### src/rtl/interpolation_filter_4x.sv
`timescale 1ns/1ps
`default_nettype none
// ============================================================================
// Module      : interpolation_filter_4x
// Description : 4x linear interpolator; each accepted sample yields four
//               phases blending the previous and current samples.
//               Optional macro INTERP_ROUNDING_EN selects round-half-up output.
// Revision    : 1.0
// ============================================================================
module interpolation_filter_4x #(
    parameter int DATA_WIDTH        = 8,
    parameter int INTERP_FACTOR     = 4,
    parameter int FACTOR_ADDR_WIDTH = 2
) (
    input  logic                         clk,
    input  logic                         rst,
    input  logic                         valid_in,
    output logic                         ready_in,
    input  logic signed [DATA_WIDTH-1:0] data_in,
    output logic                         valid_out,
    output logic signed [DATA_WIDTH-1:0] data_out
);

    localparam logic [FACTOR_ADDR_WIDTH-1:0] C_LAST_PHASE = FACTOR_ADDR_WIDTH'(INTERP_FACTOR - 1);

    typedef enum logic [0:0] {
        ST_IDLE = 1'b0,
        ST_RUN  = 1'b1
    } state_t;

    state_t                         state_q;
    logic [FACTOR_ADDR_WIDTH-1:0]   k_q;
    logic [FACTOR_ADDR_WIDTH-1:0]   k_d;
    logic signed [DATA_WIDTH-1:0]   prev_q;
    logic signed [DATA_WIDTH-1:0]   cur_q;
    logic signed [DATA_WIDTH-1:0]   data_q;
    logic signed [DATA_WIDTH-1:0]   phase_d;
    logic                           valid_q;
    logic                           accept;

    // ((4-k)*p + k*c) >>> 2 built from shifts and adds in DATA_WIDTH+3 bits
    function automatic logic signed [DATA_WIDTH-1:0] interp(
        input logic [FACTOR_ADDR_WIDTH-1:0] k,
        input logic signed [DATA_WIDTH-1:0] p,
        input logic signed [DATA_WIDTH-1:0] c
    );
        logic signed [DATA_WIDTH+2:0] wp;
        logic signed [DATA_WIDTH+2:0] wc;
        logic signed [DATA_WIDTH+2:0] acc;
        wp = (DATA_WIDTH+3)'(p);
        wc = (DATA_WIDTH+3)'(c);
        case (k)
            FACTOR_ADDR_WIDTH'(1): acc = (wp <<< 1) + wp + wc;
            FACTOR_ADDR_WIDTH'(2): acc = (wp <<< 1) + (wc <<< 1);
            FACTOR_ADDR_WIDTH'(3): acc = wp + (wc <<< 1) + wc;
            default:               acc = wp <<< 2;
        endcase
`ifdef INTERP_ROUNDING_EN
        acc = acc + (DATA_WIDTH+3)'(2);
        return DATA_WIDTH'(acc >>> 2);
`else
        return DATA_WIDTH'(acc >>> 2);
`endif
    endfunction

    assign ready_in = !rst && ((state_q == ST_IDLE) || (k_q == C_LAST_PHASE));
    assign accept   = valid_in && ready_in;
    assign k_d      = k_q + FACTOR_ADDR_WIDTH'(1);
    assign phase_d  = interp(k_d, prev_q, cur_q);

    always_ff @(posedge clk) begin
        if (rst) begin
            state_q <= ST_IDLE;
            k_q     <= '0;
            prev_q  <= '0;
            cur_q   <= '0;
            data_q  <= '0;
            valid_q <= 1'b0;
        end else if (accept) begin
            // Phase 0 is exactly the new prev, i.e. the old cur
            state_q <= ST_RUN;
            k_q     <= '0;
            prev_q  <= cur_q;
            cur_q   <= data_in;
            data_q  <= cur_q;
            valid_q <= 1'b1;
        end else if ((state_q == ST_RUN) && (k_q != C_LAST_PHASE)) begin
            k_q     <= k_d;
            data_q  <= phase_d;
            valid_q <= 1'b1;
        end else begin
            state_q <= ST_IDLE;
            k_q     <= '0;
            valid_q <= 1'b0;
        end
    end

    assign valid_out = valid_q;
    assign data_out  = data_q;

endmodule
`default_nettype wire

### config.mk
export PLATFORM = sky130hd
export DESIGN_NAME = interpolation_filter_4x
export DESIGN_NICKNAME = d
export VERILOG_FILES = /design/src/rtl/interpolation_filter_4x.sv
export SDC_FILE = /design/constraint.sdc
export NUM_CORES = 1
export LEC_CHECK = 0
export BUFFER_PORTS_ARGS = -buffer_cell sky130_fd_sc_hd__buf_2
export CAP_MARGIN = 20
export CORE_MARGIN = 2
export CORE_UTILIZATION = 30
export CTS_CLUSTER_DIAMETER = 150
export DETAILED_ROUTE_END_ITERATION = 10
export PLACE_DENSITY_LB_ADDON = 0.15
export REMOVE_ABC_BUFFERS = 1
export SYNTH_ARGS = -nofsm -noshare
export SYNTH_HDL_FRONTEND = slang
export SYNTH_SLANG_ARGS = --single-unit
### constraint.sdc
create_clock -name clk -period 4.51 [get_ports clk]
set_clock_uncertainty 0.05 [all_clocks]
set_input_delay 0.6765 -clock clk [delete_from_list [all_inputs] [get_ports clk]]
set_output_delay 0.6765 -clock clk [all_outputs]
set_load 0.01 [all_outputs]
# Yosys cells after proc, flatten, opt, wreduce, memory -nomap -nowiden
# Cells that the tools add are included.
[word_totals]
regBits = 28
wordCells = 34
[classes]
addsub = 6
n_eq_ne = 6
muxes = 7
n_bitwise = 2
reduce_logical = 7
[op_table]
columns = ["operator", "count"]
rows = [
  ["$pmux 10 s3", 1],
  ["$add 10x8->10", 2],
  ["$mux 8", 2],
  ["$add 8x9->10", 1],
  ["$add 9x8->10", 1],
  ["$add 9x9->10", 1],
  ["$eq 2x2->1 const B", 3],
  ["$mux 1", 4],
  ["$ne 2x2->1 const B", 2],
  ["$logic_and 1x1->1", 3],
  ["$reduce_or 3->1", 1],
  ["$add 2x1->2 const B", 1],
  ["$eq 2x1->1 const B", 1],
  ["$not 1->1", 2],
  ["$reduce_bool 2->1", 1],
  ["$logic_not 1->1", 1],
  ["$logic_or 1x1->1", 1],
]

# Logic depth before layout (Yosys ltp)
[depth]
depth_word = 5
depth_mapped = 9

# Worst setup path before layout
# Ideal clock, no wire load.
[synth_timing]
path_type = "register to register"
start = "register prev_q[1]"
end = "register data_q[7] (netlist: data_out[7])"
setup_ps = 91
t_arrival_ps = 2294
required_time_ps = 4369
slack_ps = 2075
stages_incl_launch_ff = 10
n_path_buf = 0
synth_period_minus_slack_ps = 2435
path_cell_list = "dfxtp_1 fa_1 inv_1 fa_1 nor2b_1 o2111ai_1 a31oi_1 or2_2 a31oi_1 a311oi_1"
[synth_between]
elab_chain_cells = 5
word_cells_on_any_way = 8
cone_classes = "add/sub (5); mux (3)"
[synth_lines]
columns = ["element", "line_no", "text"]
rows = [
  ["start, declared", "34", "logic signed [DATA_WIDTH-1:0] prev_q;"],
  ["start signal, assigned", "83", "prev_q <= cur_q;"],
  ["$add 8x9->10 / $add 9x8->10 (equally long branches)", "55, 53", ""],
  ["$add 10x8->10, on equally long branches", "55, 53", ""],
  ["$pmux 10 s3 (*)", "52", "case (k)"],
  ["$mux 8 (*)", "87", "end else if ((state_q == ST_RUN) && (k_q != C_LAST_PHASE)) begin"],
  ["$mux 8 (*)", "79", "end else if (accept) begin"],
  ["end signal, assigned", "85", "data_q <= cur_q;"],
  ["end signal, assigned", "89", "data_q <= phase_d;"],
  ["end, declared", "36", "logic signed [DATA_WIDTH-1:0] data_q;"],
]
# Mark *: on every way between the ends. The rest lies on a longest branch, timed or not. The select of a mux whose other input is x is not followed.
# A chain may end at the register's enable or synchronous reset.

# Worst setup path after layout
[layout_timing]
start = "register cur_q[3]"
end = "register data_q[7] (netlist: data_out[7])"
[layout_between]
elab_chain_cells = 5
word_cells_on_any_way = 7
cone_classes = "add/sub (4); mux (3)"
[layout_lines]
columns = ["element", "line_no", "text"]
rows = [
  ["start, declared", "35", "logic signed [DATA_WIDTH-1:0] cur_q;"],
  ["start signal, assigned", "84", "cur_q <= data_in;"],
  ["$add 8x9->10", "55", "FACTOR_ADDR_WIDTH'(3): acc = wp + (wc <<< 1) + wc;"],
  ["$add 10x8->10", "55", ""],
  ["$pmux 10 s3 (*)", "52", ""],
  ["$mux 8 (*)", "87", ""],
  ["$mux 8 (*)", "79", ""],
]
# Marked as above.

==> flow_metrics.py <==
metrics = {
    "timing": {
        "fin_crit_sh_pct": 61.3,
        "worst_slew_pin_slew_ps": 860,
        "setup_violations": 0,
        "fin_tns_setup_ps": 0,
        "period_minus_slack_ps": 2770,
        "fin_ws_ps": 1740,
        "hold_viol": 0,
        "fmax_ghz": 0.362,
        "drv_slew": 0,
        "rsz0062_at_grt": "false",
        "max-slew-margin-rel_pct": 42.6,
    },
    "synthesis": {
        "synth_cell_type_count": 45,
        "syn-instance-count": 287,
        "synth-seq-cells": 28,
        "synth_simple_gate_area_share_pct": 19.5,
        "avgSynthCellArea_um2": 8.58,
        "netlist.area_leader.share_pct": 22.8,
        "yosysMostFrequentCell": "nand2_1",
        "synthXorXnorAreaFrac_pct": 4.27,
        "synth_common_cells": "nand2_1, dfxtp_1, ha_1",
        "synth_adder_area_share_pct": 26.5,
        "yosysWarnings": 0,
        "synth_top_family_by_area": "adder cells",
        "synth_compound_area_share_pct": 20.9,
        "synth-seq-area-share_pct": 22.8,
        "synth_top_cell_by_area": "dfxtp_1",
        "synth_area_mm2": 0.00246,
        "synth_ff_type": "dfxtp_1",
        "ys_top_cells_by_area": "dfxtp_1, fa_1, ha_1",
        "async_reset_ff_share_pct": 0,
        "synth_edf_count": 0,
        "synthMuxAreaShare_pct": 2.14,
    },
    "global_routing": {
        "grt_usage_pct": 15.2,
        "grt_pass1_wl_um": 10600,
        "antenna_found_initial": 0,
        "grt_max_degree": 30,
        "grt_pass1_vias": 2109,
        "grt-ovfl-total": 0,
    },
    "route": {
        "wl_per_cell_um": 15.2,
        "viasPerCell": 5.10,
        "dr.pass1.iters": 4,
        "drc": 0,
        "ant_nets": 0,
        "vias": 2066,
        "wl_um": 6170,
        "drtIter0Drc": 71,
    },
    "place": {
        "post-place-cells": 401,
        "dp_hpwl_um": 4680,
        "portBuffers": 20,
        "placed_cell_area_mm2": 0.00264,
        "routabilityCongestion": 0.740,
        "place_worst_setup_slack_ps": 1770,
    },
    "clocking": {
        "path_clk_slew_ps": 110,
        "numCtsBuffers": 3,
        "postCtsResizedCells": 0,
        "clk_latency_ps": 290,
        "root_buffer": "clkbuf_8",
        "cts_hold_buf": 0,
        "cts-htree-levels": 1,
        "clock_sinks": 28,
        "cts_tree": "built",
        "cts.path.max_buffers": 2,
        "postCtsSetupBuffers": 0,
    },
    "floorplan": {
        "die_w_um": 94.6,
        "start_util_pct": 30.4,
        "dieArea_mm2": 0.00894,
        "row_count": 33,
        "core_area_mm2": 0.00809,
        "die_h_um": 94.6,
        "io_pins": 21,
    },
    "worst_setup_path": {
        "r2r_start": "cur_q[3]",
        "crit_required_ps": 4630,
        "r2r_slack_ps": 1740,
        "crit_chain": "fa_1 > ha_1 > nor2b_1 > o2111ai_1 > a31oi_1 > or2_2 > a31oi_1 > a311oi_1",
        "r2r_cells": 8,
        "worst-path-max-fanout": 7,
        "cp-start-kind": "flop",
        "critPathArrivalTime_ps": 2880,
        "end_kind": "flop",
        "crit_top_cell": "a31oi_1",
        "cp_top_family": "adder cells",
        "worstSetupStartpoint": "cur_q[3]",
        "cp_slowest_cell": "dfxtp_1",
        "path_class": "flop to flop",
        "path_buf_inv": 0,
        "crit_end": "data_out[7]",
        "critPathMaxStageDelay_ps": 590,
        "path_depth": 8,
        "reg2reg_to": "data_out[7]",
    },
    "outcome": {
        "status": "finished, final reports clean",
    },
    "cells_and_area": {
        "n_antenna_cell": 0,
        "nNetsFinal": 354,
        "design_area_mm2": 0.00270,
        "syn2layout_area_growth_pct": 9.66,
        "drive_gt1_share_pct": 10.0,
        "stdcell_count": 405,
    },
    "power": {
        "power.total_uw": 608,
        "powerDensity_mw_per_mm2": 225,
        "p_leak_nw": 1.12,
        "vdd_drop_max_mv": 0.103,
    },
    "hold_path": {
        "min_path_type": "flop to flop",
        "min-delay-start": "k_q[0]",
    },
    "job": {
        "cap_violations": 0,
    },
}
-- cell families (layout without fill, tap and decap cells) --
group	Yosys count	after routing
AO/OA/AOI/OAI	80	80
XOR/XNOR	12	12
adder cells (fa/ha/maj)	42	42
buffers and inverters	23	36
flip-flops	28	28
multiplexers	5	5
AND/OR/NAND/NOR	97	97
-- report_power, final --
group | total (mW) | leakage (nW) | switching (mW) | internal, mW
Clock | 0.172 | 0.0288 | 0.0933 | 0.0787
Sequential | 0.283 | 0.229 | 0.0216 | 0.261
Combinational | 0.153 | 0.857 | 0.0875 | 0.0655
Total | 0.608 | 1.12 | 0.202 | 0.406
-- through the flow --
stage | util (%) | hold slack [ps]
floorplan | - | 405
global placement | 32.7 | 438
finish | 33.3 | 457
global route | 33.3 | 482
detailed placement | 32.7 | 445
CTS | 33.3 | 460
-- flip-flops by register name, indices dropped and copies added (netlist names) --
| signal | cells |
|---|---|
| cur_q | 8 |
| data_out | 8 |
| prev_q | 8 |
| k_q | 2 |
| state_q | 1 |
| valid_out | 1 |
-- how the worst min path moves through the flow --
| stage | end | slack (ps) | cells after the start |
|---|---|---|---|
| after detailed placement | k_q[0] | 440 | 1 |
| final | k_q[0] | 460 | 1 |
| after global placement | k_q[0] | 440 | 1 |
| after global routing | k_q[0] | 480 | 1 |
| after floorplan | k_q[0] | 410 | 1 |
| after CTS | k_q[0] | 460 | 1 |
-- layout by cell type (no fill, tap or decap), types with 3 or more instances in the layout --
master    netlist  final
nand2_1        33     33
dfxtp_1        28     28
ha_1           25     25
a21oi_1        21     21
buf_2           6     20
o21ai_0        19     19
fa_1           17     17
nor2_1         14     14
nand3_1        13     13
nand2b_1       13     13
inv_1          12     12
nor2b_1         9      9
xnor2_1         9      9
a211oi_1        7      7
o21a_1          4      4
a311oi_1        4      4
clkbuf_8        0      4
mux2i_1         3      3
or3_1           3      3
xor2_1          3      3
a221oi_1        3      3
a31oi_1         3      3
nor3_1          3      3
-- per-layer routing --
layer  wire, um  vias up  global-route usage, %
met5          0        -                      0
met4         56        0                   3.26
met3        132        6                   1.84
met2       2910       22                   25.5
met1       3070      981                   21.0
li1           -     1057                      -
-- cell type report --
class | instances | area, um2
fillers | 886 | 5390
multi-input cells | 236 | 1810
flip-flops and latches | 28 | 561
well taps | 105 | 131
repair buffers | 20 | 100
clock buffers | 4 | 55.1
inverters | 12 | 45.0
-- worst register-to-register path, cell delays in order, from the launching register on --
cell	delay (ps)
dfxtp_1	590
fa_1	490
ha_1	350
nor2b_1	170
o2111ai_1	250
a31oi_1	150
or2_2	290
a31oi_1	200
a311oi_1	110
Power figures use the tool's default switching activity.
